$ cat src/rtl/wb_scoreboard_pkg.sv
// Shared definitions for the writeback scoreboard.
//   err_cause_e : classification of a detected error, used to select what the
//                 first-error capture registers record.
//   clog2       : ceiling log2 for sizing pointers and counters.
package wb_scoreboard_pkg;

    typedef enum logic [1:0] {
        ERR_MISMATCH,
        ERR_UNDERFLOW,
        ERR_OVERFLOW,
        ERR_TIMEOUT
    } err_cause_e;

    function automatic int unsigned clog2(input int unsigned value);
        int unsigned result;
        int unsigned span;
        result = 0;
        span   = 1;
        while (span < value) begin
            span   = span << 1;
            result = result + 1;
        end
        return result;
    endfunction

endpackage

$ cat src/rtl/wb_sync_fifo.sv
// Synchronous FIFO with wrap-around pointers and an occupancy count.
//   clk, rst (async, active high), clr (sync clear)
//   push/din  : write request; accepted when not full, or when full with a
//               simultaneous pop (occupancy stays the same)
//   pop/dout  : read request; dout always shows the head entry
//   full, empty, count : occupancy status
module wb_sync_fifo
    import wb_scoreboard_pkg::*;
#(
    parameter int unsigned WIDTH = 37,
    parameter int unsigned DEPTH = 8,
    localparam int unsigned AW = clog2(DEPTH),
    localparam int unsigned CW = AW + 1
) (
    input  logic             clk,
    input  logic             rst,
    input  logic             clr,
    input  logic             push,
    input  logic             pop,
    input  logic [WIDTH-1:0] din,
    output logic [WIDTH-1:0] dout,
    output logic             full,
    output logic             empty,
    output logic [CW-1:0]    count
);

    logic [WIDTH-1:0] mem [DEPTH];
    logic [AW-1:0]    wr_ptr;
    logic [AW-1:0]    rd_ptr;
    logic             wr;
    logic             rd;

    assign full  = (count == CW'(DEPTH));
    assign empty = (count == '0);
    assign wr    = push && (!full || pop);
    assign rd    = pop && !empty;
    assign dout  = mem[rd_ptr];

    always_ff @(posedge clk or posedge rst) begin
        if (rst) begin
            wr_ptr <= '0;
            rd_ptr <= '0;
            count  <= '0;
        end else if (clr) begin
            wr_ptr <= '0;
            rd_ptr <= '0;
            count  <= '0;
        end else begin
            if (wr) wr_ptr <= wr_ptr + 1'b1;
            if (rd) rd_ptr <= rd_ptr + 1'b1;
            case ({wr, rd})
                2'b10:   count <= count + 1'b1;
                2'b01:   count <= count - 1'b1;
                default: count <= count;
            endcase
        end
    end

    // Storage is not reset; occupancy alone defines validity.
    always_ff @(posedge clk) begin
        if (wr && !clr) mem[wr_ptr] <= din;
    end

endmodule

$ cat src/rtl/wb_scoreboard.sv
// In-order writeback scoreboard.
// Queues expected register writes (exp_*) and matches each against the
// actual stage-3 writeback (S3_WE/S3_WS/ALUOut_valid).
//   clk, rst (async, active high), en (checking enable), clr (sync clear)
//   reg_file_error  : sticky any-error flag
//   err_pulse       : one-cycle strobe per error cycle
//   err_count       : saturating error count
//   first_err_*     : capture of the first failing write
//   overflow, underflow, timeout : sticky cause flags
//   pending         : queued entries
module wb_scoreboard
    import wb_scoreboard_pkg::*;
#(
    parameter int unsigned DATA_W    = 32,
    parameter int unsigned ADDR_W    = 5,
    parameter int unsigned DEPTH     = 8,
    parameter int unsigned CNT_W     = 16,
    parameter int unsigned TIMEOUT   = 64,
    parameter bit          IGNORE_R0 = 1'b1
) (
    input  logic                    clk,
    input  logic                    rst,
    input  logic                    en,
    input  logic                    clr,
    input  logic                    exp_we,
    input  logic [ADDR_W-1:0]       exp_ws,
    input  logic [DATA_W-1:0]       exp_wd,
    input  logic                    S3_WE,
    input  logic [ADDR_W-1:0]       S3_WS,
    input  logic [DATA_W-1:0]       ALUOut_valid,
    output logic                    reg_file_error,
    output logic                    err_pulse,
    output logic [CNT_W-1:0]        err_count,
    output logic                    first_err_valid,
    output logic [ADDR_W-1:0]       first_err_ws,
    output logic [DATA_W-1:0]       first_err_exp,
    output logic [DATA_W-1:0]       first_err_got,
    output logic                    overflow,
    output logic                    underflow,
    output logic                    timeout,
    output logic [clog2(DEPTH):0]   pending
);

    localparam int unsigned TW = (TIMEOUT > 0) ? clog2(TIMEOUT + 1) : 1;

    // Entry layout depends on module parameters, so it is declared here.
    typedef struct packed {
        logic [ADDR_W-1:0] ws;
        logic [DATA_W-1:0] wd;
    } wb_entry_t;

    wb_entry_t    head;
    wb_entry_t    push_entry;
    logic         full;
    logic         empty;
    logic         push_q;
    logic         pop_q;
    logic         bypass;
    logic         compare;
    logic         mismatch_ev;
    logic         underflow_ev;
    logic         overflow_ev;
    logic         tmo_hit;
    logic         any_err;
    logic [TW-1:0] tmo_cnt;
    logic [ADDR_W-1:0] cmp_ws;
    logic [DATA_W-1:0] cmp_wd;
    err_cause_e   cause;
    logic [ADDR_W-1:0] cap_ws;
    logic [DATA_W-1:0] cap_exp;
    logic [DATA_W-1:0] cap_got;

    assign push_q = en && exp_we && !(IGNORE_R0 && (exp_ws == '0));
    assign pop_q  = en && S3_WE  && !(IGNORE_R0 && (S3_WS  == '0));
    assign push_entry = '{ws: exp_ws, wd: exp_wd};

    // Same-cycle push and pop into an empty queue compares against the
    // incoming expectation and stores nothing.
    assign bypass  = push_q && pop_q && empty;
    assign compare = pop_q && (!empty || push_q);
    assign cmp_ws  = empty ? exp_ws : head.ws;
    assign cmp_wd  = empty ? exp_wd : head.wd;

    assign mismatch_ev  = compare && ((S3_WS != cmp_ws) || (ALUOut_valid != cmp_wd));
    assign underflow_ev = pop_q && empty && !push_q;
    assign overflow_ev  = push_q && full && !pop_q;
    assign tmo_hit      = en && (TIMEOUT != 0) && !pop_q && !empty &&
                          (tmo_cnt == TW'(TIMEOUT - 1));
    assign any_err      = mismatch_ev || underflow_ev || overflow_ev || tmo_hit;

    wb_sync_fifo #(
        .WIDTH ($bits(wb_entry_t)),
        .DEPTH (DEPTH)
    ) u_fifo (
        .clk   (clk),
        .rst   (rst),
        .clr   (clr),
        .push  (push_q && !bypass),
        .pop   (pop_q && !empty),
        .din   (push_entry),
        .dout  (head),
        .full  (full),
        .empty (empty),
        .count (pending)
    );

    always_comb begin
        cause = ERR_OVERFLOW;
        if (mismatch_ev)       cause = ERR_MISMATCH;
        else if (underflow_ev) cause = ERR_UNDERFLOW;
        else if (tmo_hit)      cause = ERR_TIMEOUT;
    end

    always_comb begin
        cap_ws  = S3_WS;
        cap_exp = '0;
        cap_got = ALUOut_valid;
        case (cause)
            ERR_MISMATCH: begin
                cap_exp = cmp_wd;
            end
            ERR_UNDERFLOW: begin
                cap_exp = '0;
            end
            ERR_TIMEOUT: begin
                cap_ws  = head.ws;
                cap_exp = head.wd;
                cap_got = '0;
            end
            default: begin
                cap_ws  = exp_ws;
                cap_exp = exp_wd;
                cap_got = '0;
            end
        endcase
    end

    always_ff @(posedge clk or posedge rst) begin
        if (rst) begin
            reg_file_error  <= 1'b0;
            err_pulse       <= 1'b0;
            err_count       <= '0;
            first_err_valid <= 1'b0;
            first_err_ws    <= '0;
            first_err_exp   <= '0;
            first_err_got   <= '0;
            overflow        <= 1'b0;
            underflow       <= 1'b0;
            timeout         <= 1'b0;
            tmo_cnt         <= '0;
        end else if (clr) begin
            reg_file_error  <= 1'b0;
            err_pulse       <= 1'b0;
            err_count       <= '0;
            first_err_valid <= 1'b0;
            first_err_ws    <= '0;
            first_err_exp   <= '0;
            first_err_got   <= '0;
            overflow        <= 1'b0;
            underflow       <= 1'b0;
            timeout         <= 1'b0;
            tmo_cnt         <= '0;
        end else begin
            err_pulse <= any_err;
            if (any_err) begin
                reg_file_error <= 1'b1;
                if (err_count != '1) err_count <= err_count + 1'b1;
                if (!first_err_valid) begin
                    first_err_valid <= 1'b1;
                    first_err_ws    <= cap_ws;
                    first_err_exp   <= cap_exp;
                    first_err_got   <= cap_got;
                end
            end
            if (overflow_ev)  overflow  <= 1'b1;
            if (underflow_ev) underflow <= 1'b1;
            if (tmo_hit)      timeout   <= 1'b1;
            // Counter saturates at TIMEOUT so only one error is raised per stall.
            if (en) begin
                if (pop_q || empty)
                    tmo_cnt <= '0;
                else if ((TIMEOUT != 0) && (tmo_cnt != TW'(TIMEOUT)))
                    tmo_cnt <= tmo_cnt + 1'b1;
            end
        end
    end

endmodule
$ cat config.mk
export PLATFORM = sky130hd
export DESIGN_NAME = wb_scoreboard
export DESIGN_NICKNAME = d
export VERILOG_FILES = /design/src/rtl/wb_scoreboard_pkg.sv /design/src/rtl/wb_sync_fifo.sv /design/src/rtl/wb_scoreboard.sv
export SDC_FILE = /design/constraint.sdc
export NUM_CORES = 1
export LEC_CHECK = 0
export CAP_MARGIN = 20
export CORE_MARGIN = 4
export CORE_UTILIZATION = 55
export CTS_CLUSTER_SIZE = 28
export DETAILED_ROUTE_END_ITERATION = 12
export HOLD_SLACK_MARGIN = 0.15
export PLACE_DENSITY = 0.77
export RECOVER_POWER = 100
export SLEW_MARGIN = 20
export SYNTH_ARGS = -nofsm -noshare
export SYNTH_HDL_FRONTEND = slang
export SYNTH_HIERARCHICAL = 1
export SYNTH_SLANG_ARGS = --single-unit
export TNS_END_PERCENT = 10
$ cat constraint.sdc
create_clock -name clk -period 6.9 [get_ports clk]
set_input_delay 1.035 -clock clk [delete_from_list [all_inputs] [get_ports clk]]
set_output_delay 1.035 -clock clk [all_outputs]
set_load 0.01 [all_outputs]
==> impl_metrics.tcl <==
set metrics [dict create \
    fp.coreArea_mm2 0.0308 \
    synth_area_leaders "edfxtp_1, dfrtp_1, mux4_2, mux2_2, mux2i_1" \
    grt_pass1_wl_mm 64.6 \
    gp_congestion 0.879 \
    nFillCells 2061 \
    power.clock.fraction_pct 43.3 \
    drt_iter0_drc 920 \
    cp_top_family "buffers and inverters" \
    fin_cells 1620 \
    slowest_delay_ps 2090 \
    min_period_ps 6210 \
    crit_type "input port to flop" \
    die_h_um 185 \
    antenna_found_initial 3 \
    crit_required_ps 6970 \
    ant_nets 0 \
    maxSlewHeadroom_pct -152 \
    cts_buffers 42 \
    vias_per_cell 6.47 \
    cts-root-buf "clkbuf_16" \
    dpl_cell_area_mm2 0.0194 \
    post-route-cell-area_mm2 0.0206 \
    multi_input_area_mm2 0.00517 \
    hold_viol_final 0 \
    grt_start_max_net_pins 76 \
    synth_flop_cell "edfxtp_1" \
    cts.clk_slew.worst_paths_ps 60 \
    synth_top_area_cell "edfxtp_1" \
    cp_slowest_cell "clkbuf_1" \
    top_layer "met5" \
    wl_mm 42.6 \
    vias 10500 \
    pwr_density_cell_mw_per_mm2 255 \
    synth_edf_count 296 \
    drive_above_1_share_pct 17.3 \
    ys_ff_latch 403 \
    seq_power_share_pct 50.5 \
    synth_cell_types 64 \
    grt_overflow_total 0 \
    worst-path-buf-inv 3 \
    grt_pass1_vias 10500 \
    ir_drop_mv 0.204 \
    fmax_mhz 161 \
    die-area_mm2 0.0343 \
    cts_tree "built" \
    row_count 64 \
    p_sw_share_pct 21.3 \
    met1Wirelength_mm 16.8 \
    ys_seq_area_share_pct 66.9 \
    syn-num-nets 1094 \
    synth_cells 1007 \
    violations "max-capacitance violations, max-slew violations" \
    maxCapViolCount 7 \
    start_kind "input port" \
    p_switching_uw 1120 \
    boundaryPins 175 \
    regArea_mm2 0.0116 \
    mostFrequentLayoutCells "edfxtp_1, dlygate4sd3_1, dfrtp_1" \
    dr_wl_met2_mm 20.8 \
    drv_slew 243 \
    start_util_pct 56.1 \
    combPwrFrac_pct 6.2 \
    area_growth_pct 19.4 \
    cts.path.max_buffers 3 \
    fin_worst_skew_ps 16.4 \
    grt_usage_pct 24.9 \
    synth_top_area_share_pct 51.4 \
    worst_slew_pin_slew_ps 3780 \
    setup_viol 0 \
    htreeDepth 2 \
    dr_wl_met3_mm 4.05 \
    cts_resized 0 \
    arrival_ps 6280 \
    clock_sink_count 403 \
    hold_class "flop to flop" \
    cts_setup_buffers 0 \
    endpoint_kind "flop" \
    p_int_uw 4140 \
    portBuffers 174 \
    synthArstFlopShare_pct 26.6 \
    crit_chain "dlygate4sd3_1 -> or4_1 -> o21a_1 -> and2_0 -> a21boi_0 -> clkbuf_1 -> o21a_1 -> nand2_1 -> nor4_4 -> clkbuf_1" \
    crit_fanout 37 \
    die_width_um 185 \
    final_common_cell "edfxtp_1" \
    holdBufCountCts 0 \
    first_pass_iters 5 \
    avgSynthCellArea_um2 17.2 \
    drc_errors 0 \
    wl_per_cell_um 26.3 \
    syn-cell-area_mm2 0.0173 \
    status "finished with violations" \
    p_leak_uw 0.00755 \
    final.period_utilization_pct 90.0 \
    fin_tns_setup_ps 0 \
    clk_latency_ps 530 \
    place_inst 1541 \
    num-nets-final 1277 \
    rsz0062_at_grt "false" \
    synth_warnings 6 \
    hpwl_mm 26.0 \
]
-- path summary, 6_finish.rpt --
kind,from,end,slack [ps],cells after the start
setup / recovery,S3_WS[0],u_fifo/mem[6][21]$_DFFE_PP_,690,10
hold / removal,first_err_ws[3]$_DFFE_PP0P_,first_err_ws[3]$_DFFE_PP0P_,480,1
max in group asynchronous,rst,first_err_got[19]$_DFFE_PP0P_,1360,3
min in group asynchronous,rst,u_fifo/wr_ptr[2]$_DFFE_PP0P_,990,2
hold reg to reg,first_err_ws[3]$_DFFE_PP0P_,first_err_ws[3]$_DFFE_PP0P_,480,1
setup reg to reg,u_fifo/rd_ptr[0]$_DFFE_PP0P_,first_err_got[5]$_DFFE_PP0P_,850,11
-- through the flow --
stage / utilization [%] / setup slack, ps / hold WS, ps / power [uW]
floorplan: - / 36.4 / 520 / 2870
global placement: 63.0 / 1530 / 476 / 3050
detailed placement: 63.0 / 1270 / 473 / 3060
CTS: 67.7 / 1260 / 490 / 5310
global route: 67.0 / 503 / 503 / 5430
finish: 67.0 / 690 / 482 / 5260
-- logic make-up after synthesis --
group | synth area share [%]
AO/OA/AOI/OAI | 8.78
XOR/XNOR | 2.23
adder cells (fa/ha/maj) | 0.506
buffers and inverters | 2.50
flip-flops | 66.9
multiplexers | 14.5
AND/OR/NAND/NOR | 4.63
-- synthesized netlist by cell type, types with 3 or more instances --
| cell type | count |
|---|---|
| dfrtp_1 | 107 |
| xnor2_1 | 38 |
| or4_1 | 7 |
| mux4_2 | 74 |
| nand3b_1 | 3 |
| nor2_1 | 25 |
| nor3_1 | 12 |
| buf_4 | 3 |
| edfxtp_1 | 296 |
| clkbuf_1 | 26 |
| a22oi_1 | 33 |
| o31ai_1 | 8 |
| or3_1 | 7 |
| inv_1 | 11 |
| mux2_2 | 38 |
| o2bb2ai_2 | 20 |
| a21oi_1 | 24 |
| ha_1 | 7 |
| nand2b_1 | 4 |
| nand3_1 | 14 |
| o2bb2ai_1 | 16 |
| and3_1 | 5 |
| buf_6 | 14 |
| o21ai_0 | 18 |
| nand2_1 | 29 |
| mux2i_1 | 37 |
| o211ai_1 | 4 |
| buf_2 | 15 |
| nor2b_1 | 8 |
| a31oi_1 | 5 |
| a22o_1 | 34 |
| xor2_1 | 6 |
| nor4_1 | 13 |
| nand4_1 | 5 |
-- per-layer routing --
metal / track usage, % / vias to the layer above
met5: 0 / -
met4: 6.58 / 2
met3: 5.22 / 71
met2: 39.8 / 607
met1: 35.5 / 5370
li1: - / 4431
-- state kept, by name, indices dropped and copies added, names as in the netlist --
signal / cells
u_fifo/count: 4
err_pulse: 1
first_err_got: 32
underflow: 1
first_err_exp: 32
tmo_cnt: 7
timeout: 1
u_fifo/rd_ptr: 3
overflow: 1
err_count: 16
u_fifo/mem: 296
first_err_ws: 5
u_fifo/wr_ptr: 3
first_err_valid: 1
-- power by group through the flow --
stage | combinational, uW | sequential (uW) | clock, uW
floorplan | 157 | 2720 | 0
detailed placement | 348 | 2710 | 0
finish | 327 | 2660 | 2280
global placement | 342 | 2710 | 0
CTS | 350 | 2660 | 2300
global route | 351 | 2660 | 2410
-- layout make-up --
type	instances	area share [%]
Inverter	12	0.249
Timing Repair Buffer	199	9.33
Clock buffer	55	5.93
Antenna cell	1	0.0121
Tap cell	396	2.40
Multi-Input combinational cell	532	25.1
Clock inverter	22	0.964
Sequential cell	403	56.1
No activity file was read; power rests on OpenSTA's default activity.
